<file path="config.mk">
export PLATFORM = sky130hd
export DESIGN_NAME = fa_exerciser_flat
export DESIGN_NICKNAME = d
export VERILOG_FILES = /design/src/rtl/fa_exerciser_if.sv /design/src/rtl/fa_exerciser.sv /design/src/flat_wrapper.sv
export SDC_FILE = /design/constraint.sdc
export NUM_CORES = 1
export LEC_CHECK = 0
export ABC_AREA = 1
export BUFFER_PORTS_ARGS = -buffer_cell sky130_fd_sc_hd__buf_2
export CORE_ASPECT_RATIO = 1.4
export CORE_UTILIZATION = 45
export CTS_CLUSTER_SIZE = 30
export DETAILED_ROUTE_END_ITERATION = 8
export PLACE_DENSITY_LB_ADDON = 0.1
export SLEW_MARGIN = 20
export SYNTH_ARGS = -nofsm -noshare
export SYNTH_HDL_FRONTEND = slang
export SYNTH_SLANG_ARGS = --single-unit
</file>
<file path="constraint.sdc">
create_clock -name clk -period 1.75 [get_ports clk]
set_input_delay 0.0875 -clock clk [delete_from_list [all_inputs] [get_ports clk]]
set_output_delay 0.0875 -clock clk [all_outputs]
set_load 0.01 [all_outputs]
</file>
<file path="src/rtl/fa_exerciser_if.sv">
// ---------------------------------------------------------------------------
// fa_exerciser_if
//   Bundles the five wires between the full-adder exerciser and the adder
//   under test.
//   a, b, carry_in : stimulus driven by the exerciser
//   c, carry_out   : sum / carry response driven back by the adder
//   master modport : exerciser side (drives stimulus, reads response)
//   slave modport  : adder side (reads stimulus, drives response)
// ---------------------------------------------------------------------------
interface fa_exerciser_if;
    logic a;
    logic b;
    logic carry_in;
    logic c;
    logic carry_out;

    modport master (
        output a,
        output b,
        output carry_in,
        input  c,
        input  carry_out
    );

    modport slave (
        input  a,
        input  b,
        input  carry_in,
        output c,
        output carry_out
    );
endinterface

</file>
<file path="src/rtl/fa_exerciser.sv">
// ---------------------------------------------------------------------------
// fa_exerciser
//   On-chip stimulus generator / response checker for a single-bit full
//   adder. On start it walks all 8 input vectors, holds each for MAX_COUNT
//   settle cycles, samples the adder response for one cycle, and records
//   mismatches against the ideal sum/carry.
//
//   clk       : system clock, all state on rising edge
//   rst       : synchronous, active-high reset
//   start     : level-sampled launch, honoured only in IDLE or DONE
//   fa        : adder bus (master side: a/b/carry_in out, c/carry_out in)
//   busy      : high in DRIVE / SETTLE / CHECK
//   done      : high while in DONE
//   pass      : done with zero mismatches
//   err_count : number of mismatching vectors this run (0..8)
//   fail_mask : bit i set when vector i mismatched
//   vec_idx   : vector currently applied (a=bit0, b=bit1, carry_in=bit2)
// ---------------------------------------------------------------------------
module fa_exerciser #(
    parameter logic [23:0] MAX_COUNT = 24'd10_000_000,
    parameter int          CNT_W     = 24
) (
    input  logic                 clk,
    input  logic                 rst,
    input  logic                 start,
    fa_exerciser_if.master       fa,
    output logic                 busy,
    output logic                 done,
    output logic                 pass,
    output logic [3:0]           err_count,
    output logic [7:0]           fail_mask,
    output logic [2:0]           vec_idx
);

    localparam logic [CNT_W-1:0] LAST = CNT_W'(MAX_COUNT - 24'd1);

    typedef enum logic [2:0] {
        IDLE,
        DRIVE,
        SETTLE,
        CHECK,
        DONE
    } state_t;

    state_t           state;
    state_t           state_next;
    logic [CNT_W-1:0] counter;
    logic             exp_c;
    logic             exp_co;
    logic             mismatch;

    // Stimulus comes straight from the vec_idx flops, so each bit is glitch-free.
    assign fa.a        = vec_idx[0];
    assign fa.b        = vec_idx[1];
    assign fa.carry_in = vec_idx[2];

    assign exp_c    = vec_idx[0] ^ vec_idx[1] ^ vec_idx[2];
    assign exp_co   = (vec_idx[0] & vec_idx[1]) | (vec_idx[0] & vec_idx[2]) |
                      (vec_idx[1] & vec_idx[2]);
    assign mismatch = (fa.c != exp_c) || (fa.carry_out != exp_co);

    // State register
    always_ff @(posedge clk) begin
        if (rst) begin
            state <= IDLE;
        end else begin
            state <= state_next;
        end
    end

    // Next-state logic
    always_comb begin
        state_next = state;
        unique case (state)
            IDLE, DONE: if (start) state_next = DRIVE;
            DRIVE:      state_next = SETTLE;
            SETTLE:     if (counter == LAST) state_next = CHECK;
            CHECK:      state_next = (vec_idx == 3'd7) ? DONE : DRIVE;
            default:    state_next = IDLE;
        endcase
    end

    // Status outputs
    always_comb begin
        busy = 1'b0;
        done = 1'b0;
        pass = 1'b0;
        unique case (state)
            DRIVE, SETTLE, CHECK: busy = 1'b1;
            DONE: begin
                done = 1'b1;
                pass = (err_count == 4'd0);
            end
            default: ;
        endcase
    end

    // Vector index, settle counter and result accumulation
    always_ff @(posedge clk) begin
        if (rst) begin
            vec_idx   <= 3'd0;
            counter   <= '0;
            err_count <= 4'd0;
            fail_mask <= 8'h00;
        end else begin
            unique case (state)
                IDLE, DONE: begin
                    if (start) begin
                        vec_idx   <= 3'd0;
                        counter   <= '0;
                        err_count <= 4'd0;
                        fail_mask <= 8'h00;
                    end
                end
                DRIVE: counter <= '0;
                // Counter stops at LAST, so it can never wrap.
                SETTLE: if (counter != LAST) counter <= counter + 1'b1;
                // The adder response is only looked at in this single cycle.
                CHECK: begin
                    if (mismatch) begin
                        err_count          <= err_count + 4'd1;
                        fail_mask[vec_idx] <= 1'b1;
                    end
                    if (vec_idx != 3'd7) vec_idx <= vec_idx + 3'd1;
                end
                default: ;
            endcase
        end
    end

endmodule
</file>
<file path="src/flat_wrapper.sv">
// flat-port wrapper written by rule: the top's interface ports become plain ports
module fa_exerciser_flat 
#(
    parameter logic [23:0] MAX_COUNT = 24'd10_000_000,
    parameter int          CNT_W     = 24
)
  (clk, rst, start, busy, done, pass, err_count, fail_mask, vec_idx, fa_a, fa_b, fa_carry_in, fa_c, fa_carry_out);
  fa_exerciser_if fa_i ();
  input  logic clk;
  input  logic rst;
  input  logic start;
  output logic busy;
  output logic done;
  output logic pass;
  output logic [3:0] err_count;
  output logic [7:0] fail_mask;
  output logic [2:0] vec_idx;
  output wire logic [$bits(fa_i.a)-1:0] fa_a;
  output wire logic [$bits(fa_i.b)-1:0] fa_b;
  output wire logic [$bits(fa_i.carry_in)-1:0] fa_carry_in;
  input wire logic [$bits(fa_i.c)-1:0] fa_c;
  input wire logic [$bits(fa_i.carry_out)-1:0] fa_carry_out;
  assign fa_a = fa_i.a;
  assign fa_b = fa_i.b;
  assign fa_carry_in = fa_i.carry_in;
  assign fa_i.c = fa_c;
  assign fa_i.carry_out = fa_carry_out;
  fa_exerciser #(.MAX_COUNT(MAX_COUNT), .CNT_W(CNT_W)) u_core (.clk(clk), .rst(rst), .start(start), .fa(fa_i), .busy(busy), .done(done), .pass(pass), .err_count(err_count), .fail_mask(fail_mask), .vec_idx(vec_idx));
endmodule
</file>
* Word-level counts from Yosys, hierarchy flattened
Cells that the tools add are included.
Storage, ports and cells: flip-flop bits (word level) 42, input bits 5, output and inout port bits 21, word-level logic and storage cells 66
Cells by class: add/sub/neg operators 3, $lt $le $gt $ge 2, eq/ne operators 15, multiplexer cells 21, bitwise logic cells 8, reduce and logical (&&, ||, !) cells 12
Operators with widths (count):
- $pmux W24 S3 | 1
- $mux W24 | 2
- $add A24 B1 Y24 const B | 1
- $eq A24 B24 Y1 const B | 1
- $ne A24 B24 Y1 const B | 1
- $mux W8 | 2
- $pmux W8 S2 | 1
- $mux W3 | 5
- $pmux W3 S4 | 1
- $reduce_and A3 Y1 | 3
- $mux W4 | 2
- $ne A2 B1 Y1 const B | 4
- $or A8 B8 Y8 | 1
- $pmux W4 S2 | 1
- $eq A3 B2 Y1 const B | 2
- $eq A3 B3 Y1 const B | 2
- $pmux W3 S2 | 1
- $add A4 B1 Y4 const B | 1
- $logic_not A4 Y1 | 1
- $lt A3 B4 Y1 const B | 1
- $mux W1 | 4
- $add A3 B1 Y3 const B | 1
- $and A1 B1 Y1 | 3
- $demux W1 S3 | 1
- other kinds (15) | 18

* Logic depth before layout (Yosys ltp)
Gate-level depths: netlist of run 1.
depth in word-level cells 7, gate-level depth with buffers 11, mapped depth without buffers 11

* Worst setup path before layout of run 1
OpenSTA, ideal clock, no wires.
path kind flip-flop to flip-flop, from register u_core.vec_idx[2], to register u_core.err_count[2], library setup time 72 ps, arrival 1712 ps, required time 1678 ps, path slack -34 ps, cell stages (with the launch flop) 10, path buffers 0, clock period less this slack 1784 ps, path through dfxtp_1 -> inv_1 -> fa_1 -> xor2_1 -> nand3_1 -> nand2_2 -> inv_2 -> nand2_1 -> nand2_1 -> a21oi_1
Between the ends: word-level cells in the longest chain between the ends 7, elaborated cells between the ends (all ways) 10, those cells by class eq/ne: 3; bitwise: 5; reduce/logical: 2
RTL lines:
- from (decl) | line fa_exerciser.sv:32 | output logic [2:0] vec_idx
- from (signal assigned) | line fa_exerciser.sv:124 | if (vec_idx != 3'd7) vec_idx <= vec_idx + 3'd1;
- $and A1 B1 Y1 | line fa_exerciser.sv:58 | assign exp_co = (vec_idx[0] & vec_idx[1]) | (vec_idx[0] & vec_idx[2]) |
- $or A1 B1 Y1 (2 in series) | line fa_exerciser.sv:58
- $ne A1 B1 Y1 | line fa_exerciser.sv:60 | assign mismatch = (fa.c != exp_c) || (fa.carry_out != exp_co);
- $logic_or A1 B1 Y1 (*) | line fa_exerciser.sv:60
- $ne A2 B1 Y1 (no line) (*)
- $reduce_and A3 Y1 (no line) (*)
- to (signal assigned) | line fa_exerciser.sv:121 | err_count <= err_count + 4'd1;
- to (decl) | line fa_exerciser.sv:30 | output logic [3:0] err_count,
Mark *: on every way between the ends. The rest lies on a longest branch, timed or not. A chain may end at the register's enable or synchronous reset.

* Final worst setup path of run 1
Same ends and word-level chain as after synthesis.

==> results of run 1 <==
[power by group through the flow]
stage | logic [µW] | clock network, µW | registers, µW
3_3_place_gp | 835 | 0 | 1100
6_report | 911 | 646 | 1100
4_1_cts | 840 | 660 | 1080
5_1_grt | 1040 | 709 | 1110
3_5_place_dp | 837 | 0 | 1110
2_1_floorplan | 582 | 0 | 1120
[through the flow]
stage / cell area, µm² / worst slack, ns / total power (µW)
2_1_floorplan: 2590 / 0.00610 / 1700
3_3_place_gp: 2850 / 0.0674 / 1940
3_5_place_dp: 2850 / 0.0332 / 1940
4_1_cts: 2940 / 0.00804 / 2580
5_1_grt: 3030 / -0.112 / 2860
6_report: 3030 / 0.0326 / 2650
[metal layers]
layer	vias up	global-route usage	wire length, µm
li1	1403	-	-
met1	1215	0.260	2760
met2	50	0.438	3540
met3	10	0.0311	194
met4	0	0.0869	119
met5	-	0	0
[area by class of cell]
| class | count | area [µm²] |
|---|---|---|
| flip-flops and latches | 42 | 847 |
| fillers | 560 | 2490 |
| inverters | 66 | 250 |
| well taps | 68 | 85.1 |
| clock buffers | 5 | 68.8 |
| multi-input cells | 306 | 1480 |
| repair buffers | 44 | 279 |
| clock inverters | 3 | 21.3 |
[state kept, by name, summed over array words and instances (netlist names)]
register,cells
u_core.fail_mask,8
u_core.err_count,4
u_core.counter,24
u_core.state,3
u_core.vec_idx,3
[repair_timing]
action | in CTS | in global routing
setup endpoints to repair | 0 | 34
buffers inserted | 0 | 3
resized for setup | 0 | 25
[cell families after synthesis]
| kind of cell | after synthesis |
|---|---|
| flip-flops | 42 |
| buffers and inverters | 78 |
| AND/OR/NAND/NOR | 256 |
| adder cells (fa/ha/maj) | 6 |
| AO/OA/AOI/OAI | 42 |
| XOR/XNOR | 2 |
[cell usage after synthesis, drive strengths merged (2+ instances only)]
| cell | instances | share of area |
|---|---|---|
| or2 | 2 | 0.0048 |
| inv | 66 | 0.096 |
| clkbuf | 3 | 0.0043 |
| buf | 9 | 0.025 |
| nor3 | 4 | 0.0077 |
| nand2 | 127 | 0.19 |
| a21oi | 31 | 0.060 |
| dfxtp | 42 | 0.32 |
| ha | 5 | 0.024 |
| o21ai | 7 | 0.014 |
| nor2 | 67 | 0.11 |
| nand4 | 4 | 0.0096 |
| xor2 | 2 | 0.0068 |
| nand3 | 50 | 0.10 |
[final timing paths]
path	endpoint	slack, ns
setup / recovery	u_core.err_count[2]	0.03
hold / removal	u_core.state[0]	0.15
setup reg to reg	u_core.err_count[2]	0.03
hold reg to reg	u_core.fail_mask[5]	0.45
[critical path, delay by kind of cell, from the launching register on]
kind	cells	cell delay [ns]
and+or+nand+nor	4	0.41
adders and majority gates	1	0.55
xor gates and xnor gates	1	0.15
DFF	1	0.34
AOI/OAI and AO/OA	1	0.11
buffers and inverters	2	0.09
==> results.cfg, run 1 <==
[logic_synthesis]
synth.net_count = 437
synth_enable_flop_cells = 0
synth-seq-cells = 42
ys.flop_type = dfxtp_1
yosysWarningCount = 0
synth_adder_area_share = 0.0318
syn_avg_cell_area_um2 = 6.09
synthCells = 426
synthXorXnorAreaFrac = 0.00675
synth-simple-area-share = 0.428
synth_compound_area_frac = 0.0844
ys_seq_area_frac = 0.324
synth_top_family_by_area = simple AND/OR/NAND/NOR gates
syn-cell-area_mm2 = 0.00259
ys_types = 28
ys_async_sr_fraction = 0
synth_mux_area_frac = 0

[clock_network]
cts_hold_buf = 0
clk_latency_ns = 0.30
cts_max_path_buffers = 2
cts-root-buf = clkbuf_8
cts-buffers-inserted = 5
cts.htree.levels = 2
cts_tree = yes
clkSlewWorstSetupHoldPaths_ns = 0.09
numClockSinks = 42

[outcome]
status = complete, no violations

[worst_setup_path]
worstPathRequired_ns = 1.97
cp_max_fo = 8
critPathMaxStageDelay_ns = 0.55
r2r_cells = 9
critPathLaunch = u_core.vec_idx[2]
cp_slowest_cell = fa_1
cp.arrival_ns = 1.94
end_kind = flop
path_class = reg2reg
cp-start-kind = flop
r2r_start = u_core.vec_idx[2]
worstPathCellList = inv_2 > fa_1 > xor2_1 > nand3_1 > nand2_4 > inv_4 > nand2_2 > nand2_1 > a21oi_1

[power_and_ir_drop]
ir_drop_mv = 0.580
power.density_mw_per_mm2 = 875
netSwitchingPower_uw = 1000
p_int_uw = 1650
p_sw_frac = 0.378
clkPwrFrac = 0.243
p_leak_uw = 0.00129
seqPwrFrac = 0.413
combinationalPowerShare = 0.343

[timing]
finalMaxSlewViolations = 0
final-hold-violation-count = 0
tns_ns = 0
fin_skew_ns = 0.00606
fin_crit_ns = 1.72
post-route-period-util = 0.981
slew_headroom = 0.709
worst_hold_slack_ns = 0.150
rsz0062_at_grt = yes
setup_violations = 0
fmaxAchievable_mhz = 582
tightest_slew_ns = 0.436

[die]
die_area_mm2 = 0.00608
start_util = 0.469
num_rows = 32
core-area_mm2 = 0.00553
die_h_um = 91.8
io_pins = 26
die_w_um = 66.2

[finish]
drive_gt1_frac = 0.195
areaGrowthSynthToFinish_pct = 16.9
mostFrequentLayoutCell = nand2_1
finalCoreUtilization = 0.549
antennaDiodeCount = 0
nets = 476
fin_cells = 534
mostFrequentLayoutCells = 120 x nand2_1, 61 x inv_1, 53 x nor2_1

[placed_design]
hpwl_um = 4960
gp_congestion = 0.949
portBuffers = 25
dp_cells = 523

[routing]
ant_nets = 0
wl_per_cell_um = 12.4
drt-initial-drc-count = 152
vias = 2678
drtPass1Iterations = 4
wirelength_um = 6620
viasPerCell = 5.01
drc = 0

[global_route]
first_global_vias = 2519
antenna_found_initial = 0
grt_max_degree = 22
track_usage = 0.235
grt_overflow = 0
grt_pass1_wl_um = 11100

[min_path]
min_path_cells = 5
hp-class = in2reg
hp-start = start

[job]
cap_violations = 0
(Power assumes the default switching activity.)
==> run 2, diff against run 1 <==
--- a/config.mk
+++ b/config.mk
@@ -7,8 +7,10 @@
 export LEC_CHECK = 0
 export ABC_AREA = 1
 export BUFFER_PORTS_ARGS = -buffer_cell sky130_fd_sc_hd__buf_2
+export CELL_PAD_IN_SITES_DETAIL_PLACEMENT = 1
+export CELL_PAD_IN_SITES_GLOBAL_PLACEMENT = 1
 export CORE_ASPECT_RATIO = 1.4
-export CORE_UTILIZATION = 45
+export CORE_UTILIZATION = 37
 export CTS_CLUSTER_SIZE = 30
 export DETAILED_ROUTE_END_ITERATION = 8
 export PLACE_DENSITY_LB_ADDON = 0.1
==> run 2 against run 1 <==
Net effect: flip-flop and latch count is the same; fmax down 0.16%; register-to-register slack hardly changed; die area rose by 21%; sequential power is essentially flat; first-iteration DRC count is 42% lower; global-route usage is 0.93 points lower; critical path type unchanged; highest routed layer unchanged; largest power group unchanged; sequential share of layout area down 0.98 points; worst setup slack worse by 0.0028 ns; critical path depth did not move.
==> results.cfg, run 2 (same netlist as run 1, synthesis figures left out) <==
[outcome]
status = complete, no violations

[clock_network]
clk_latency_ns = 0.30
numClockSinks = 42
clkSlewWorstSetupHoldPaths_ns = 0.09
cts-root-buf = clkbuf_8
cts_tree = yes
cts_max_path_buffers = 2
cts.htree.levels = 2
cts-buffers-inserted = 5

[timing]
slew_headroom = 0.710
setup_violations = 0
setup_ws_ns = 0.0298
final-hold-violation-count = 0
fin_crit_ns = 1.72
post-route-period-util = 0.983
rsz0062_at_grt = yes
fmaxAchievable_mhz = 581
fin_skew_ns = 0.00499
tightest_slew_ns = 0.434
finalMaxSlewViolations = 0

[worst_setup_path]
rr_endpoint = u_core.err_count[2]
cp.arrival_ns = 1.95
path_class = reg2reg
worstPathCellList = inv_2 > fa_1 > xor2_1 > nand3_1 > nand2_4 > inv_2 > nand2_1 > nand2_1 > a21oi_1
cp-start-kind = flop
worstPathRequired_ns = 1.98
cp_num_cells = 9
crit_family = adder cells
end_kind = flop
critPathBufInv = 2
worstSetupEndpoint = u_core.err_count[2]
r2r_cells = 9
cp_slowest_cell = fa_1
critPathMaxStageDelay_ns = 0.54
r2r_start = u_core.vec_idx[2]
r2r_slack_ns = 0.03
cp_max_fo = 8
critPathLaunch = u_core.vec_idx[2]

[finish]
mostFrequentLayoutCells = 119 x nand2_1, 60 x inv_1, 55 x nor2_1
nets = 484
largest_reg_flops = 24
top_regs = u_core.counter x24, u_core.fail_mask x8, u_core.err_count x4
areaGrowthSynthToFinish_pct = 21.1
antennaDiodeCount = 0
fin_cells = 566
drive_gt1_frac = 0.217
finalCoreUtilization = 0.469
mostFrequentLayoutCell = nand2_1
regMostFlops = u_core.counter

[power_and_ir_drop]
total_power_uw = 2710
ir_drop_mv = 0.482
power.density_mw_per_mm2 = 861
p_leak_uw = 0.00133

[global_route]
first_global_vias = 2759
track_usage = 0.226
grt_max_degree = 22
antenna_found_initial = 0
grt_overflow = 0
grt_pass1_wl_um = 12900

[placed_design]
pre_cts_ws_ns = 0.0406
gp_congestion = 0.786
portBuffers = 25
dp_cells = 554
hpwl_um = 5920

[routing]
drtPass1Iterations = 4
viasPerCell = 4.85
drc = 0
drt-initial-drc-count = 88
wirelength_um = 7660
vias = 2747
wl_per_cell_um = 13.5
ant_nets = 0

[die]
io_pins = 26
num_rows = 35
core-area_mm2 = 0.00670
start_util = 0.387
die_w_um = 72.8
die_area_mm2 = 0.00735
die_h_um = 101

[job]
cap_violations = 0

[min_path]
hp-class = in2reg
-- run 2: worst min path at each step --
stage                                    from                   to  slack, ns  cells past startpoint
after global placement    u_core.fail_mask[3]  u_core.fail_mask[3]       0.44                      2
after CTS                               start      u_core.state[0]       0.14                      5
after detailed placement  u_core.fail_mask[3]  u_core.fail_mask[3]       0.44                      2
after floorplan                           rst    u_core.vec_idx[1]       0.17                      1
after global routing                    start      u_core.state[0]       0.20                      5
final                                   start      u_core.state[0]       0.15                      5
-- run 2: worst register-to-register path, delay by kind of cell (launching register included) --
kind            cells  cell delay [ns]
fa+ha+maj           1             0.54
simple gates        4             0.41
flops               1             0.34
xor+xnor            1             0.15
compound gates      1             0.11
buf+inv             2             0.10
-- run 2: report_power, final --
group,total (µW),switching (µW),internal (µW)
Clock,669,388,281
Sequential,1100,67.8,1030
Combinational,938,589,349
-- run 2: through the flow --
step | cell area (µm²) | hold slack [ns] | setup TNS [ns]
5_1_grt | 3140 | 0.200 | -0.662
4_1_cts | 3020 | 0.141 | 0
3_5_place_dp | 2930 | 0.442 | 0
2_1_floorplan | 2590 | 0.166 | 0
6_report | 3140 | 0.152 | 0
3_3_place_gp | 2930 | 0.435 | 0
-- run 2: layout make-up --
type | instances | area [µm²]
fillers | 925 | 3560
multi-input cells | 306 | 1500
flip-flops and latches | 42 | 847
repair buffers | 52 | 339
inverters | 66 | 248
well taps | 92 | 115
clock buffers | 5 | 68.8
clock inverters | 3 | 21.3
-- run 2: timing repair --
| item | 4_1_cts | 5_1_grt |
|---|---|---|
| setup endpoints to repair | 0 | 36 |
| hold buffers | 0 | 0 |
| buffers inserted | 0 | 4 |
| gates resized for setup | 0 | 28 |
-- run 2: metal layers --
metal / share of wire / vias up / track usage
li1: - / 1421 / -
met2: 0.54 / 35 / 0.439
met5: 0 / - / 0
met1: 0.43 / 1285 / 0.255
met3: 0.019 / 6 / 0.0250
met4: 0.0085 / 0 / 0.0558
